<file path="config.mk">
export PLATFORM = sky130hd
export DESIGN_NAME = garage_door_motion_sequencer
export DESIGN_NICKNAME = d
export VERILOG_FILES = /design/src/rtl/garage_door_pkg.sv /design/src/rtl/door_btn_debounce.sv /design/src/rtl/garage_door_motion_sequencer.sv
export SDC_FILE = /design/constraint.sdc
export NUM_CORES = 1
export LEC_CHECK = 0
export CORE_ASPECT_RATIO = 0.5
export CORE_UTILIZATION = 49
export CTS_CLUSTER_DIAMETER = 200
export CTS_CLUSTER_SIZE = 20
export DETAILED_ROUTE_END_ITERATION = 10
export GPL_TIMING_DRIVEN = 0
export PLACE_DENSITY = 0.68
export SLEW_MARGIN = 25
export SYNTH_ARGS = -nofsm -noshare
export SYNTH_HDL_FRONTEND = slang
export SYNTH_SLANG_ARGS = --single-unit
export TNS_END_PERCENT = 100
</file>
<file path="constraint.sdc">
create_clock -name CLK -period 3.3 [get_ports CLK]
set_input_delay 0.66 -clock CLK [delete_from_list [all_inputs] [get_ports CLK]]
set_output_delay 0.66 -clock CLK [all_outputs]
set_load 0.05 [all_outputs]
</file>
<file path="src/rtl/garage_door_pkg.sv">
// Shared definitions for the garage door motion sequencer: state encoding,
// travel direction and default timing parameters.
package garage_door_pkg;

    typedef enum logic [2:0] {
        STOPPED     = 3'd0,
        IDLE_CLOSED = 3'd1,
        OPENING     = 3'd2,
        IDLE_OPEN   = 3'd3,
        CLOSING     = 3'd4,
        DEADTIME    = 3'd5,
        FAULT       = 3'd6
    } state_t;

    typedef enum logic {
        DIR_DOWN = 1'b0,
        DIR_UP   = 1'b1
    } dir_t;

    localparam int unsigned DEF_DEBOUNCE_CYCLES  = 4;
    localparam int unsigned DEF_DEADTIME_CYCLES  = 8;
    localparam int unsigned DEF_TRAVEL_TIMEOUT   = 1000;
    localparam int unsigned DEF_AUTOCLOSE_CYCLES = 2000;
    localparam int unsigned DEF_CNT_W            = 16;

endpackage

</file>
<file path="src/rtl/door_btn_debounce.sv">
// Push-button debouncer: the level output rises once the raw input has been
// sampled high on DEBOUNCE_CYCLES consecutive edges, and drops as soon as a
// low sample is seen.
module door_btn_debounce #(
    parameter int unsigned DEBOUNCE_CYCLES = 4
) (
    input  logic CLK,
    input  logic RST,
    input  logic raw,
    output logic level
);

    localparam int unsigned W = $clog2(DEBOUNCE_CYCLES + 1);
    localparam logic [W-1:0] CNT_LAST = W'(DEBOUNCE_CYCLES - 1);
    localparam logic [W-1:0] CNT_FULL = W'(DEBOUNCE_CYCLES);

    logic [W-1:0] cnt;

    // Count consecutive high samples, saturating at the threshold
    always_ff @(posedge CLK or posedge RST) begin
        if (RST) begin
            cnt   <= '0;
            level <= 1'b0;
        end else if (!raw) begin
            cnt   <= '0;
            level <= 1'b0;
        end else if (cnt != CNT_FULL) begin
            cnt <= cnt + 1'b1;
            if (cnt == CNT_LAST) begin
                level <= 1'b1;
            end
        end
    end

endmodule

</file>
<file path="src/rtl/garage_door_motion_sequencer.sv">
// Top-level garage door control: debounces and merges the wall button and
// remote into a single request pulse, then sequences the motor pair with
// dead-time on reversal, obstruction reversal, auto-close and fault latching.
module garage_door_motion_sequencer
    import garage_door_pkg::*;
#(
    parameter int unsigned DEBOUNCE_CYCLES  = DEF_DEBOUNCE_CYCLES,
    parameter int unsigned DEADTIME_CYCLES  = DEF_DEADTIME_CYCLES,
    parameter int unsigned TRAVEL_TIMEOUT   = DEF_TRAVEL_TIMEOUT,
    parameter int unsigned AUTOCLOSE_CYCLES = DEF_AUTOCLOSE_CYCLES,
    parameter int unsigned CNT_W            = DEF_CNT_W
) (
    input  logic       CLK,
    input  logic       RST,
    input  logic       Btn_Wall,
    input  logic       Btn_Remote,
    input  logic       Obstruct,
    input  logic       UP_Max,
    input  logic       DN_Max,
    output logic       UP_M,
    output logic       DN_M,
    output logic       Fault,
    output logic [2:0] State
);

    // Timer is cleared on the entry edge, so comparing against N-1 makes the
    // state last exactly N cycles before the timed transition fires.
    localparam logic [CNT_W-1:0] TRAVEL_LAST = CNT_W'(TRAVEL_TIMEOUT - 1);
    localparam logic [CNT_W-1:0] DEAD_LAST   = CNT_W'(DEADTIME_CYCLES - 1);
    localparam logic [CNT_W-1:0] AUTO_LAST   = CNT_W'(AUTOCLOSE_CYCLES - 1);
    localparam bit               AUTO_EN     = (AUTOCLOSE_CYCLES != 0);

    logic deb_wall;
    logic deb_remote;
    logic deb_any;
    logic deb_any_q;
    logic req;

    state_t           state;
    dir_t             last_dir;
    logic [CNT_W-1:0] timer;

    door_btn_debounce #(.DEBOUNCE_CYCLES(DEBOUNCE_CYCLES)) u_deb_wall (
        .CLK   (CLK),
        .RST   (RST),
        .raw   (Btn_Wall),
        .level (deb_wall)
    );

    door_btn_debounce #(.DEBOUNCE_CYCLES(DEBOUNCE_CYCLES)) u_deb_remote (
        .CLK   (CLK),
        .RST   (RST),
        .raw   (Btn_Remote),
        .level (deb_remote)
    );

    assign deb_any = deb_wall | deb_remote;

    // One-cycle request pulse on the rising edge of either debounced button
    always_ff @(posedge CLK or posedge RST) begin
        if (RST) begin
            deb_any_q <= 1'b0;
            req       <= 1'b0;
        end else begin
            deb_any_q <= deb_any;
            req       <= deb_any & ~deb_any_q;
        end
    end

    // Door sequencing FSM with shared saturating state timer
    always_ff @(posedge CLK or posedge RST) begin
        if (RST) begin
            state    <= STOPPED;
            timer    <= '0;
            last_dir <= DIR_DOWN;
        end else begin
            if (timer != '1) begin
                timer <= timer + 1'b1;
            end
            if (state != FAULT && UP_Max && DN_Max) begin
                state <= FAULT;
                timer <= '0;
            end else begin
                case (state)
                    STOPPED: begin
                        if (UP_Max) begin
                            state <= IDLE_OPEN;
                            timer <= '0;
                        end else if (DN_Max) begin
                            state <= IDLE_CLOSED;
                            timer <= '0;
                        end else if (req) begin
                            timer <= '0;
                            if (last_dir == DIR_DOWN) begin
                                state    <= OPENING;
                                last_dir <= DIR_UP;
                            end else begin
                                state    <= CLOSING;
                                last_dir <= DIR_DOWN;
                            end
                        end
                    end
                    IDLE_CLOSED: begin
                        if (req) begin
                            state    <= OPENING;
                            last_dir <= DIR_UP;
                            timer    <= '0;
                        end
                    end
                    OPENING: begin
                        if (UP_Max) begin
                            state <= IDLE_OPEN;
                            timer <= '0;
                        end else if (timer == TRAVEL_LAST) begin
                            state <= FAULT;
                            timer <= '0;
                        end else if (req) begin
                            state    <= STOPPED;
                            last_dir <= DIR_UP;
                            timer    <= '0;
                        end
                    end
                    IDLE_OPEN: begin
                        if (Obstruct) begin
                            timer <= '0;
                        end
                        if ((req && !Obstruct) || (AUTO_EN && timer == AUTO_LAST)) begin
                            state    <= CLOSING;
                            last_dir <= DIR_DOWN;
                            timer    <= '0;
                        end
                    end
                    CLOSING: begin
                        if (DN_Max) begin
                            state <= IDLE_CLOSED;
                            timer <= '0;
                        end else if (Obstruct || req) begin
                            state <= DEADTIME;
                            timer <= '0;
                        end else if (timer == TRAVEL_LAST) begin
                            state <= FAULT;
                            timer <= '0;
                        end
                    end
                    DEADTIME: begin
                        if (timer == DEAD_LAST) begin
                            state    <= OPENING;
                            last_dir <= DIR_UP;
                            timer    <= '0;
                        end
                    end
                    FAULT: begin
                        state <= FAULT;
                    end
                    default: begin
                        state <= FAULT;
                        timer <= '0;
                    end
                endcase
            end
        end
    end

    // Moore outputs decoded straight from the state register
    always_comb begin
        UP_M  = (state == OPENING);
        DN_M  = (state == CLOSING);
        Fault = (state == FAULT);
        State = state;
    end

endmodule
</file>
==> summary by stage <==
Route
The routed length per placed instance is 14.4 µm. Summed over all layers, the routed wires come to 4100 µm. In the routed design, unresolved DRC markers number 0. The detail-routed via count per cell is 5.84. The number of routed nets with antenna violations is 0. The starting DRC count in detailed routing is 127. The first detailed-routing pass took 5 iterations. The vias after detailed routing is 1658.

Placement
After detailed placement, the design holds a cell count of 276. The congestion estimate from routability-driven global placement came to 0.951. Input and output buffers added on the ports amount to 11. The HPWL after detailed placement is 2970 µm. The worst slack at placement is approximately 0.47 ns.

Yosys
After synthesis the netlist holds a flip-flop and latch count of 30. For this run, asynchronously set or reset flops after synthesis account for 100%. The Yosys step of the flow raised 0 warnings. By area the synthesized netlist is led by sky130_fd_sc_hd__dfrtp_1 39%, sky130_fd_sc_hd__nor3_1 4.9%, sky130_fd_sc_hd__ha_1 4.5%.

Synthesis handed over a netlist of ~210 instances. The leading area contributor after synthesis is sky130_fd_sc_hd__dfrtp_1. The number of enable flip-flop cells after synthesis is 0.

The synthesized netlist occupies a cell area of 1940 µm². The share of synthesized area in the top cell type comes to about 39%. Counting every net in the synthesized netlist gives 228. Dividing the synthesized area by the synthesized cell count gives a little over 9 µm². The part of the Yosys area used for sequential elements is 38.6%.

The most instantiated flip-flop cell in the synthesis netlist is sky130_fd_sc_hd__dfrtp_1. The number of distinct library cell variants in the gate-level netlist after synthesis is 48.

Floorplan
Row generation in the floorplan step produced 15 rows. The die area is about 4200 µm². From left edge to right edge, the die measures 91.1 µm. 13 I/O pins were placed. The core outline area is around 3600 µm².

The height of the die is 46.5 µm. For this configuration, the core starts out at a cell density of 54.0%.

Clock network
In this run, post-CTS repair resized a total of 0 instances. The clock reaches the later pin of the worst-skew pair after 0.27 ns. The root buffer cell is sky130_fd_sc_hd__clkbuf_8. The number of hold buffers added after CTS was 0.

The H-tree level count is 2. The clock tree buffer depth is 2. The CTS buffer count is 5. After clock tree synthesis, the clock-pin slew on the worst setup and hold paths is 0.06 ns. The buffer count from post-CTS setup fixing is 0.

The clock sink count is 30. TritonCTS built the clock tree.

STA
The worst path in the final design needs a cycle of 3.06 ns, including I/O delays and setup. Setup repair after global routing left no endpoint under its margin. The final critical path takes up 92.7% of the cycle. The setup skew after layout is 0.00395 ns. The maximum achievable frequency is 0.327 GHz. The summed negative setup slack over all endpoints is 0 ns. The worst max-slew margin expressed relative to the limit is 58.3%. The number of pins with negative max-slew slack in the final report came to 0. Setup violations remaining at the end of the flow were counted as 0.

Setup slack on the critical path of the routed design comes to 0.242 ns. For the pin with the worst max-slew slack, the measured transition is about 0.62 ns. The number of failing hold endpoints at the final stage was 0.

Final layout
The share of post-route cells with drive strength above 1 is 8.58%. The number of antenna diodes in the final layout is 0. The most common cell after layout, fill and taps aside is sky130_fd_sc_hd__dfrtp_1. After filler insertion, the fill cell instance count of the layout stands at 317.

The number of nets in the finished design is 246. The final instance count without filler cells is 284. The post-synthesis to final-layout area growth is 13.6%. In the layout the commonest cells are 30 x sky130_fd_sc_hd__dfrtp_1, 19 x sky130_fd_sc_hd__nor3_1, 14 x sky130_fd_sc_hd__nor2_1.

Critical path
The endpoint kind of the worst setup timing path is an output port. In this run the register-to-register setup slack is around 0.82 ns. The maximum fanout encountered on the critical timing path is 10. STA puts the critical path data arrival time at 2.40 ns. The depth of the worst register-to-register path is 5.

The worst endpoint required time is 2.64 ns. The startpoint-to-endpoint class of the critical path is flip-flop to output port. The nature of the critical path startpoint is a flip-flop.

Power and ir drop
IR analysis of the VDD net gives a maximum drop of 290 µV. The completed layout was analyzed and its total power is about 1700 µW. In this run the power density over the cells is 756 nW/µm². In this run the static leakage power is 0.000912 µW.

GRT
The wire length of the first global-routing pass is 6850 µm. The initial antenna violation count is 0. The largest net degree at the start of global routing is 31. Summed over all layers, the global routing overflow is 0. The number of global-route vias before repair is 1472. Global routing consumed, over all layers together, 21.6% of the routing resources.

Worst hold path
The instance count along the most critical hold path is 1. In this run the worst hold path is classified as flip-flop to flip-flop.

Run status
The run finished with clean final reports.

Job
Across the run, the number of max-cap violations was 0.
## worst max-delay path, stage by stage, from the launching register on
cell and delay, ns:
sky130_fd_sc_hd__dfrtp_1 0.34, sky130_fd_sc_hd__clkbuf_1 0.33, sky130_fd_sc_hd__clkbuf_1 0.35, sky130_fd_sc_hd__nand2_1 0.12, sky130_fd_sc_hd__nor2_1 0.16, sky130_fd_sc_hd__clkdlybuf4s50_1 0.83
## final timing paths
check	from	end
setup / recovery	State[1]	Fault
setup reg to reg	timer[4]	last_dir
max in group asynchronous	RST	last_dir
hold reg to reg	deb_any_q	req
min in group asynchronous	RST	u_deb_remote.cnt[2]
hold / removal	deb_any_q	req
## synthesized netlist by cell type (all sizes together), types with 7 or more instances
cell type	count
dfrtp	30
nor3	19
nor2	14
inv	12
o21ai	12
nand2	11
a21oi	10
xor2	10
ha	7
nand3	7
## registers in the layout (all words and copies together) (netlist names)
signal	flops
timer	16
State	3
u_deb_remote.cnt	3
u_deb_wall.cnt	3
deb_any_q	1
last_dir	1
req	1
u_deb_remote.level	1
u_deb_wall.level	1
## per-stage QoR
stage / utilization, % / area [µm²] / hold WS, ns
CTS: 61.3 / 2210 / 0.424
detailed placement: 58.8 / 2120 / 0.412
global route: 61.3 / 2210 / 0.442
global placement: 58.8 / 2120 / 0.405
finish: 61.3 / 2210 / 0.420
floorplan: - / 1940 / 0.378
## metal layers
layer	global-route usage [%]	wire length, µm
met1	27.8	1970
met2	36.2	1790
met3	5.45	264
met4	8.57	73
met5	0	0
## kinds of logic (layout without fill, tap and decap cells)
logic type	Yosys count	count (layout)	synth area share, %
AOI/OAI and AO/OA	46	46	16.2
xor gates and xnor gates	12	12	5.41
adders and majority gates	7	7	4.50
buffers and inverters	20	39	4.31
DFF	30	30	38.6
muxes	5	5	2.64
and+or+nand+nor	94	94	28.3
## layout make-up
cell class              instances  area (µm²)  share of cell area (%)
multi-input cells             164        1110                    50.2
well taps                      51        63.8                    2.89
flip-flops and latches         30         751                    34.0
repair buffers                 11         110                    4.98
inverters                      12        45.0                    2.04
clock buffers                   7        86.3                    3.91
plain buffers                   8        38.8                    1.76
clock inverters                 1        5.00                   0.227
## power breakdown
part	total, µW	switching, µW	leakage, µW	internal, µW
logic	827	519	0.000468	308
clock network	298	130	0.0000482	168
registers	545	88.3	0.000396	456
Note: power is estimated with default switching activity, not from simulation.
